$ cat src/rtl/fixed_pkg.sv
// ============================================================================
// Module : fixed_pkg
// Shared defaults and FSM state type for the sign-magnitude fixed divider.
// Rev    : 1.0
// ============================================================================
`default_nettype none

package fixed_pkg;

  localparam int FIXED_WIDTH     = 12;
  localparam int FIXED_FRAC_BITS = 6;
  localparam int FIXED_INT_BITS  = 5;

  typedef enum logic [1:0] {
    IDLE = 2'd0,
    CALC = 2'd1,
    DONE = 2'd2
  } state_t;

endpackage

`default_nettype wire

$ cat src/rtl/fixed_divider.sv
// ============================================================================
// Module : fixed_divider
// Sign-magnitude fixed-point restoring divider, one quotient bit per cycle.
// Define FIXED_DIVIDER_ROUND_EN for round-to-nearest instead of truncation.
// Rev    : 1.0
// ============================================================================
`default_nettype none

module fixed_divider
  import fixed_pkg::*;
#(
  parameter int WIDTH     = FIXED_WIDTH,
  parameter int FRAC_BITS = FIXED_FRAC_BITS,
  parameter int INT_BITS  = FIXED_INT_BITS
) (
  input  logic             clk,
  input  logic             rst_n,
  input  logic             start,
  input  logic [WIDTH-1:0] a,
  input  logic [WIDTH-1:0] b,
  output logic             busy,
  output logic             done,
  output logic [WIDTH-1:0] quot,
  output logic             overflow,
  output logic             div_by_zero
);

  localparam int MAG_W = INT_BITS + FRAC_BITS;
  localparam int N     = MAG_W + FRAC_BITS;
  localparam int CNT_W = $clog2(N);

  state_t             state_q, state_d;
  logic               sign_q, sign_d;
  logic               sign_a_q, sign_a_d;
  logic [MAG_W-1:0]   mag_b_q, mag_b_d;
  logic [N-1:0]       dvd_q, dvd_d;
  logic [MAG_W-1:0]   rem_q, rem_d;
  logic [N-2:0]       quo_q, quo_d;
  logic [CNT_W-1:0]   cnt_q, cnt_d;
  logic               busy_q, busy_d;
  logic               done_q, done_d;
  logic [WIDTH-1:0]   quot_q, quot_d;
  logic               ovf_q, ovf_d;
  logic               dbz_q, dbz_d;

  logic [MAG_W:0]     rem_shift;
  logic               fits;
  logic [MAG_W-1:0]   rem_next;
  logic [N-1:0]       quo_next;
  logic               hi_set;
  logic               sat;
  logic [MAG_W-1:0]   mag_fin;
  logic               sign_fin;
  logic               last_step;

  // One restoring step: bring in the next dividend bit, subtract if it fits.
  always_comb begin
    rem_shift = {rem_q, dvd_q[N-1]};
    fits      = (rem_shift >= {1'b0, mag_b_q});
    rem_next  = fits ? MAG_W'(rem_shift - {1'b0, mag_b_q}) : rem_shift[MAG_W-1:0];
    quo_next  = {quo_q, fits};
    hi_set    = |quo_next[N-1:MAG_W];
    last_step = (cnt_q == CNT_W'(N - 1));
  end

`ifdef FIXED_DIVIDER_ROUND_EN
  logic           round_up;
  logic [MAG_W:0] rounded;

  // A rounded-up all-ones magnitude carries out and must saturate too.
  always_comb begin
    round_up = ({rem_next, 1'b0} >= {1'b0, mag_b_q});
    rounded  = {1'b0, quo_next[MAG_W-1:0]} + {{MAG_W{1'b0}}, round_up};
    sat      = hi_set | rounded[MAG_W];
    mag_fin  = sat ? {MAG_W{1'b1}} : rounded[MAG_W-1:0];
  end
`else
  always_comb begin
    sat     = hi_set;
    mag_fin = sat ? {MAG_W{1'b1}} : quo_next[MAG_W-1:0];
  end
`endif

  assign sign_fin = sign_q & (|mag_fin);

  always_comb begin
    state_d  = state_q;
    sign_d   = sign_q;
    sign_a_d = sign_a_q;
    mag_b_d  = mag_b_q;
    dvd_d    = dvd_q;
    rem_d    = rem_q;
    quo_d    = quo_q;
    cnt_d    = cnt_q;
    busy_d   = busy_q;
    done_d   = 1'b0;
    quot_d   = quot_q;
    ovf_d    = ovf_q;
    dbz_d    = dbz_q;

    case (state_q)
      IDLE: begin
        if (start) begin
          sign_d   = a[WIDTH-1] ^ b[WIDTH-1];
          sign_a_d = a[WIDTH-1];
          mag_b_d  = b[MAG_W-1:0];
          dvd_d    = {a[MAG_W-1:0], {FRAC_BITS{1'b0}}};
          rem_d    = '0;
          quo_d    = '0;
          cnt_d    = '0;
          busy_d   = 1'b1;
          state_d  = CALC;
        end
      end

      CALC: begin
        if (mag_b_q == '0) begin
          state_d = DONE;
          busy_d  = 1'b0;
          done_d  = 1'b1;
          quot_d  = {sign_a_q, {MAG_W{1'b1}}};
          ovf_d   = 1'b1;
          dbz_d   = 1'b1;
        end else begin
          rem_d = rem_next;
          quo_d = quo_next[N-2:0];
          dvd_d = {dvd_q[N-2:0], 1'b0};
          cnt_d = cnt_q + CNT_W'(1);
          if (last_step) begin
            state_d = DONE;
            busy_d  = 1'b0;
            done_d  = 1'b1;
            quot_d  = {sign_fin, mag_fin};
            ovf_d   = sat;
            dbz_d   = 1'b0;
          end
        end
      end

      DONE: begin
        state_d = IDLE;
      end

      default: begin
        state_d = IDLE;
        busy_d  = 1'b0;
      end
    endcase
  end

  always_ff @(posedge clk or negedge rst_n) begin
    if (!rst_n) begin
      state_q  <= IDLE;
      sign_q   <= 1'b0;
      sign_a_q <= 1'b0;
      mag_b_q  <= '0;
      dvd_q    <= '0;
      rem_q    <= '0;
      quo_q    <= '0;
      cnt_q    <= '0;
      busy_q   <= 1'b0;
      done_q   <= 1'b0;
      quot_q   <= '0;
      ovf_q    <= 1'b0;
      dbz_q    <= 1'b0;
    end else begin
      state_q  <= state_d;
      sign_q   <= sign_d;
      sign_a_q <= sign_a_d;
      mag_b_q  <= mag_b_d;
      dvd_q    <= dvd_d;
      rem_q    <= rem_d;
      quo_q    <= quo_d;
      cnt_q    <= cnt_d;
      busy_q   <= busy_d;
      done_q   <= done_d;
      quot_q   <= quot_d;
      ovf_q    <= ovf_d;
      dbz_q    <= dbz_d;
    end
  end

  assign busy        = busy_q;
  assign done        = done_q;
  assign quot        = quot_q;
  assign overflow    = ovf_q;
  assign div_by_zero = dbz_q;

endmodule

`default_nettype wire

$ cat config.mk
export PLATFORM = sky130hd
export DESIGN_NAME = fixed_divider
export DESIGN_NICKNAME = d
export VERILOG_FILES = /design/src/rtl/fixed_pkg.sv /design/src/rtl/fixed_divider.sv
export SDC_FILE = /design/constraint.sdc
export NUM_CORES = 1
export LEC_CHECK = 0
export BUFFER_PORTS_ARGS = -buffer_cell sky130_fd_sc_hd__buf_2
export CAP_MARGIN = 40
export CORE_MARGIN = 2
export CORE_UTILIZATION = 30
export CTS_CLUSTER_SIZE = 14
export DETAILED_ROUTE_END_ITERATION = 8
export SLEW_MARGIN = 20
export SYNTH_ARGS = -nofsm -noshare
export SYNTH_HDL_FRONTEND = slang
export SYNTH_SLANG_ARGS = --single-unit
$ cat constraint.sdc
create_clock -name clk -period 2.7 [get_ports clk]
set_input_delay 0.27 -clock clk [delete_from_list [all_inputs] [get_ports clk]]
set_output_delay 0.27 -clock clk [all_outputs]
set_load 0.005 [all_outputs]
**Word level (Yosys, flattened, before mapping)**

Index checks and enable logic that the tools add are counted.

- Word-level logic and storage cells: 66
- Output and inout bits: 16
- Register bits: 80

- Add/subtract/negate cells: 2
- Mux-type cells: 30
- Reduce and logical (&&, ||, !) cells: 11
- $lt $le $gt $ge: 1
- Equality and inequality tests: 6
- Bitwise logic cells: 3

Operators by type and width:

| cell | count |
|---|---|
| two-way mux 11 bit | 4 |
| two-way mux 17 bit | 2 |
| one-hot mux 17 bit (2 select lines) | 1 |
| two-way mux 16 bit | 2 |
| one-hot mux 16 bit (2 select lines) | 1 |
| two-way mux 12 bit | 2 |
| one-hot mux 11 bit (2 select lines) | 1 |
| greater-or-equal comparator 12 x 11 -> 1 bit | 1 |
| logical NOT 11 bit | 1 |
| OR reduction 11 bit | 1 |
| subtractor 11 bit | 1 |
| two-way mux 5 bit | 2 |
| one-hot mux 5 bit (2 select lines) | 1 |
| two-way mux 1 bit | 9 |
| two-way mux 2 bit | 3 |
| AND reduction 2 bit | 3 |
| AND reduction 3 bit | 2 |
| OR reduction 6 bit | 1 |
| adder 5 x 1 -> 5 bit, second input constant | 1 |
| == test 5 bit, second input constant | 1 |
| != test 2 bit, second input constant | 2 |
| one-hot mux 2 bit (2 select lines) | 1 |
| nonzero test 2 bit | 2 |
| != test 3 bit, second input constant | 1 |
| 7 further kinds | 7 |

**Longest topological paths before layout**

- Word-level depth: 6
- Mapped depth: 11
- Depth with buffers taken out: 9

**Worst setup path before layout**

No wires, ideal clock.

- Kind: reg-to-reg
- Start: register mag_b_q[0]
- End: register rem_q[1]
- Arrival: 2.266 ns
- Data required time: 2.564 ns
- Setup time: 0.136 ns
- Cell stages (with the launch flop): 11
- Path slack: 0.298 ns
- Path through: dfrtp_1 > ha_1 > fa_1 > nand2b_1 > o2bb2ai_2 > a311o_1 > a41o_1 > buf_6 > buf_6 > nand3_1 > o311ai_2

- Word-level cells in the longest chain between the ends: 4
- Elaborated cells between the ends (all ways): 8

Ends and longest elaborated chain:

| what | line | source |
|---|---|---|
| start: declaration | fixed_divider.sv:35 | `logic [MAG_W-1:0] mag_b_q, mag_b_d;` |
| start signal: assignment | fixed_divider.sv:170 | `mag_b_q <= mag_b_d;` |
| subtractor 11 bit or greater-or-equal comparator 12 x 11 -> 1 bit (tied branches) | fixed_divider.sv:60, fixed_divider.sv:59 |  |
| two-way mux 11 bit | fixed_divider.sv:60 | `rem_next = fits ? MAG_W'(rem_shift - {1'b0, mag_b_q}) : rem_shift[MAG_W-1:0];` |
| two-way mux 11 bit | fixed_divider.sv:117 | `if (mag_b_q == '0) begin` |
| one-hot mux 11 bit (2 select lines) | fixed_divider.sv:101 | `case (state_q)` |
| end signal: assignment | fixed_divider.sv:172 | `rem_q <= rem_d;` |
| end: declaration | fixed_divider.sv:37 | `logic [MAG_W-1:0] rem_q, rem_d;` |

Parallel ways exist; a longest one is shown, timed or not. The select of a mux whose other input is x is not followed.
A chain may end at the register's enable or synchronous reset.

**Final worst setup path**

- Start: register mag_b_q[0]
- End: register rem_q[4]

Same word-level chain as after synthesis.

==> flow_summary.toml <==
[power]
pwr-share-comb = 0.490
powerDensity_nw_per_um2 = 1470
p_leak_nw = 2.10
p_seq_frac = 0.317
power.ir.vdd_worst_uv = 513
cellInternalPower_w = 0.00376
p_sw_frac = 0.414
p_sw_w = 0.00266
clkPwrFrac = 0.193

[worst_setup_path]
cp-end-kind = "flip-flop"
critPathKind = "reg -> reg"
cp_data_arrival_time_ns = 2.82
rr_endpoint = "rem_q[4]$_DFFE_PN0P_"
worstSetupStartpointType = "flip-flop"
reg2reg_depth = 8
reg2reg_slack_ns = 0.11
r2r-start = "mag_b_q[0]$_DFFE_PN0P_"
path_max_fanout = 12
cp.required_ns = 2.93

[synthesis]
ys_ff_latch = 74
synth_mux_area_frac = 0.0114
synthCells = 381
synth_area_um2 = 3620
synth-edff-count = 0
synthXorXnorAreaFrac = 0.0242
synth_top_family_by_area = "simple AND/OR/NAND/NOR gates"
async_reset_ff_frac = 1.00
synth_flop_cell = "dfrtp_1"
synth_fp_nets = 422
synth-compound-area-share = 0.151
synthAdderAreaFrac = 0.0504
ys_warn_count = 0
synthSimpleGateAreaFrac = 0.207
avgSynthCellArea_um2 = 9.51
ys_seq_area_frac = 0.511
synthDistinctLibCells = 46

[clock_network]
cts_max_level = 3
cts.sinks = 74
clockBufferDepth = 2
clkTransAtPathRegs_ns = 0.06
clk_latency_ns = 0.34
cts_root_buffer = "clkbuf_16"
cts_buffers = 9
post_cts_buffers = 0
cts_tree = "built"

[cells_and_area]
nFillCells = 1191
regArea_um2 = 1850
antenna_cells = 0
final_area_um2 = 4380
fin_nets = 469
area_growth_pct = 20.7
drive_gt1_frac = 0.194
multi_input_area_um2 = 1630

[floorplan]
core-area_um2 = 11900
ios = 43
dieArea_um2 = 13000
die_h_um = 114
start_util = 0.304
rows = 40
die_w_um = 114

[placed_design]
place.gp.congestion = 0.836
dp_hpwl_um = 6160
io_buffers = 42
placed_area_um2 = 4050

[timing]
fmax_mhz = 387
drv_slew = 0
tightest_slew_ns = 0.628
rsz0062_at_grt = "no"
finalHoldViolations = 0
timing.final.crit_share = 0.958
fin_setup_tns_ns = 0
fin_crit_ns = 2.59
setup-violations-final = 0
fin_skew_ns = 0.0110
slew-limit-headroom = 0.578

[global_route]
grt_max_degree = 46
antenna_found_initial = 0
grt_pass1_vias = 2939
grt.total_usage = 0.143
grt_overflow = 0
grt_pass1_wl_um = 14600

[routing]
wl_um = 8620
vias = 2940
drtAntennaViolNets = 0
drcViolationCount = 0
wire_per_inst_um = 14.9
dr.pass1.iters = 4
vias_per_cell = 5.07
dr.first_iter.drc_count = 167

[flow_run]
cap_violations = 0

[worst_hold_path]
hold_class = "in -> reg"
hold_depth = 3
worstHoldStart = "a[0]"
hold_end = "dvd_q[6]$_DFFE_PN0P_"

[outcome]
run_status = "complete, no violations"
-- cell usage in the layout, fill, tap and decap left out, types with 2 or more instances in the layout --
| cell | count |
|---|---|
| nand2_1 | 88 |
| dfrtp_1 | 74 |
| buf_2 | 42 |
| nand3_1 | 39 |
| inv_1 | 18 |
| nor2_1 | 18 |
| o21ai_0 | 18 |
| ha_1 | 13 |
| buf_4 | 12 |
| a21oi_1 | 10 |
| a22oi_1 | 10 |
| o22a_1 | 10 |
| clkbuf_16 | 9 |
| xor2_1 | 7 |
| o31ai_1 | 4 |
| nor3_1 | 3 |
| nand4_1 | 3 |
| nor4_1 | 3 |
| xnor2_1 | 3 |
| mux2i_1 | 3 |
| o211ai_2 | 3 |
| o311ai_1 | 3 |
| inv_6 | 3 |
| nor4_2 | 2 |
| nand2b_1 | 2 |
| and2_1 | 2 |
| a31oi_1 | 2 |
| nor2b_1 | 2 |
| o311ai_2 | 2 |
-- repair_timing --
action | in CTS | in global routing
endpoints found under the hold margin | 46 | 0
resized for setup | 0 | 3
hold buffers | 1 | 0
endpoints found under the setup margin | 0 | 5
-- critical path: stages, from the launching register on --
cell and delay [ns]:
dfrtp_1 0.41, ha_1 0.24, fa_1 0.40, nand2b_1 0.18, o2bb2ai_2 0.16, a311o_1 0.34
a41o_2 0.30, buf_4 0.20, o311ai_1 0.27
-- kinds of logic after synthesis --
kind of cell	Yosys count
mux	4
simple gates	166
flops	74
fa+ha+maj	14
compound gates	75
xor+xnor	10
buf+inv	38
-- per-stage QoR --
| step | utilization | total power, W | worst slack, ns | hold slack [ns] | instances |
|---|---|---|---|---|---|
| 4_1_cts | 0.367 | 0.00646 | 0.0498 | 0.110 | 580 |
| 3_3_place_gp | 0.340 | 0.00503 | 0.174 | 0.0891 | 563 |
| 6_report | 0.367 | 0.00642 | 0.114 | 0.118 | 580 |
| 3_5_place_dp | 0.340 | 0.00518 | 0.0622 | 0.0848 | 563 |
| 5_1_grt | 0.367 | 0.00700 | 0.0110 | 0.140 | 580 |
| 2_1_floorplan | - | 0.00433 | 0.298 | -0.0256 | 381 |
-- cells in the mapped netlist, drive strengths merged (2+ instances only) --
cell type / number / share of area
a22oi: 10 / 0.021
nor4: 5 / 0.012
nand2: 88 / 0.091
ha: 13 / 0.045
o22a: 10 / 0.024
o31ai: 4 / 0.0083
o311ai: 6 / 0.017
nand4: 3 / 0.0052
nor3: 3 / 0.0041
nor2: 18 / 0.019
nand2b: 3 / 0.0072
mux2i: 3 / 0.0083
o21ai: 19 / 0.026
clkbuf: 10 / 0.010
buf: 10 / 0.016
and2: 2 / 0.0035
o211ai: 3 / 0.010
xor2: 7 / 0.017
nor2b: 2 / 0.0035
inv: 18 / 0.019
a31oi: 3 / 0.0052
nand3: 39 / 0.054
a21oi: 10 / 0.014
dfrtp: 74 / 0.51
xnor2: 3 / 0.0073
-- worst max path at each step --
stage / start / to / slack (ns) / cells after the start
5_1_grt: mag_b_q[0]$_DFFE_PN0P_ / rem_q[5]$_DFFE_PN0P_ / 0.01 / 9
3_5_place_dp: mag_b_q[0]$_DFFE_PN0P_ / rem_q[4]$_DFFE_PN0P_ / 0.06 / 8
3_3_place_gp: mag_b_q[0]$_DFFE_PN0P_ / rem_q[4]$_DFFE_PN0P_ / 0.17 / 8
6_report: mag_b_q[0]$_DFFE_PN0P_ / rem_q[4]$_DFFE_PN0P_ / 0.11 / 8
4_1_cts: mag_b_q[0]$_DFFE_PN0P_ / rem_q[2]$_DFFE_PN0P_ / 0.05 / 8
2_1_floorplan: mag_b_q[0]$_DFFE_PN0P_ / rem_q[1]$_DFFE_PN0P_ / 0.30 / 10
-- power by group through the flow --
stage	clock, W	combinational (W)	sequential, W
CTS	0.00127	0.00315	0.00204
detailed placement	0	0.00312	0.00206
global placement	0	0.00300	0.00203
global route	0.00132	0.00357	0.00211
floorplan	0	0.00238	0.00195
finish	0.00124	0.00315	0.00203
-- flip-flops by register name (all words and copies together) (netlist names) --
name,count
div_by_zero,1
sign_a_q,1
cnt_q,5
rem_q,11
overflow,1
state_q,2
busy,1
mag_b_q,11
dvd_q,11
sign_q,1
done,1
quot,12
quo_q,16
-- layout make-up --
| class | instances | share of cell area |
|---|---|---|
| clock buffers | 10 | 0.0546 |
| clock inverters | 6 | 0.0160 |
| inverters | 18 | 0.0154 |
| multi-input cells | 269 | 0.373 |
| flip-flops and latches | 74 | 0.423 |
| well taps | 147 | 0.0420 |
| repair buffers | 56 | 0.0755 |
-- per-layer routing --
metal,wire length [um],track usage,vias up
met5,0,0,-
met4,89,0.0537,0
met3,297,0.0324,8
met2,4310,0.237,52
met1,3920,0.183,1454
li1,-,-,1426
No activity file was read; power rests on OpenSTA's default activity.
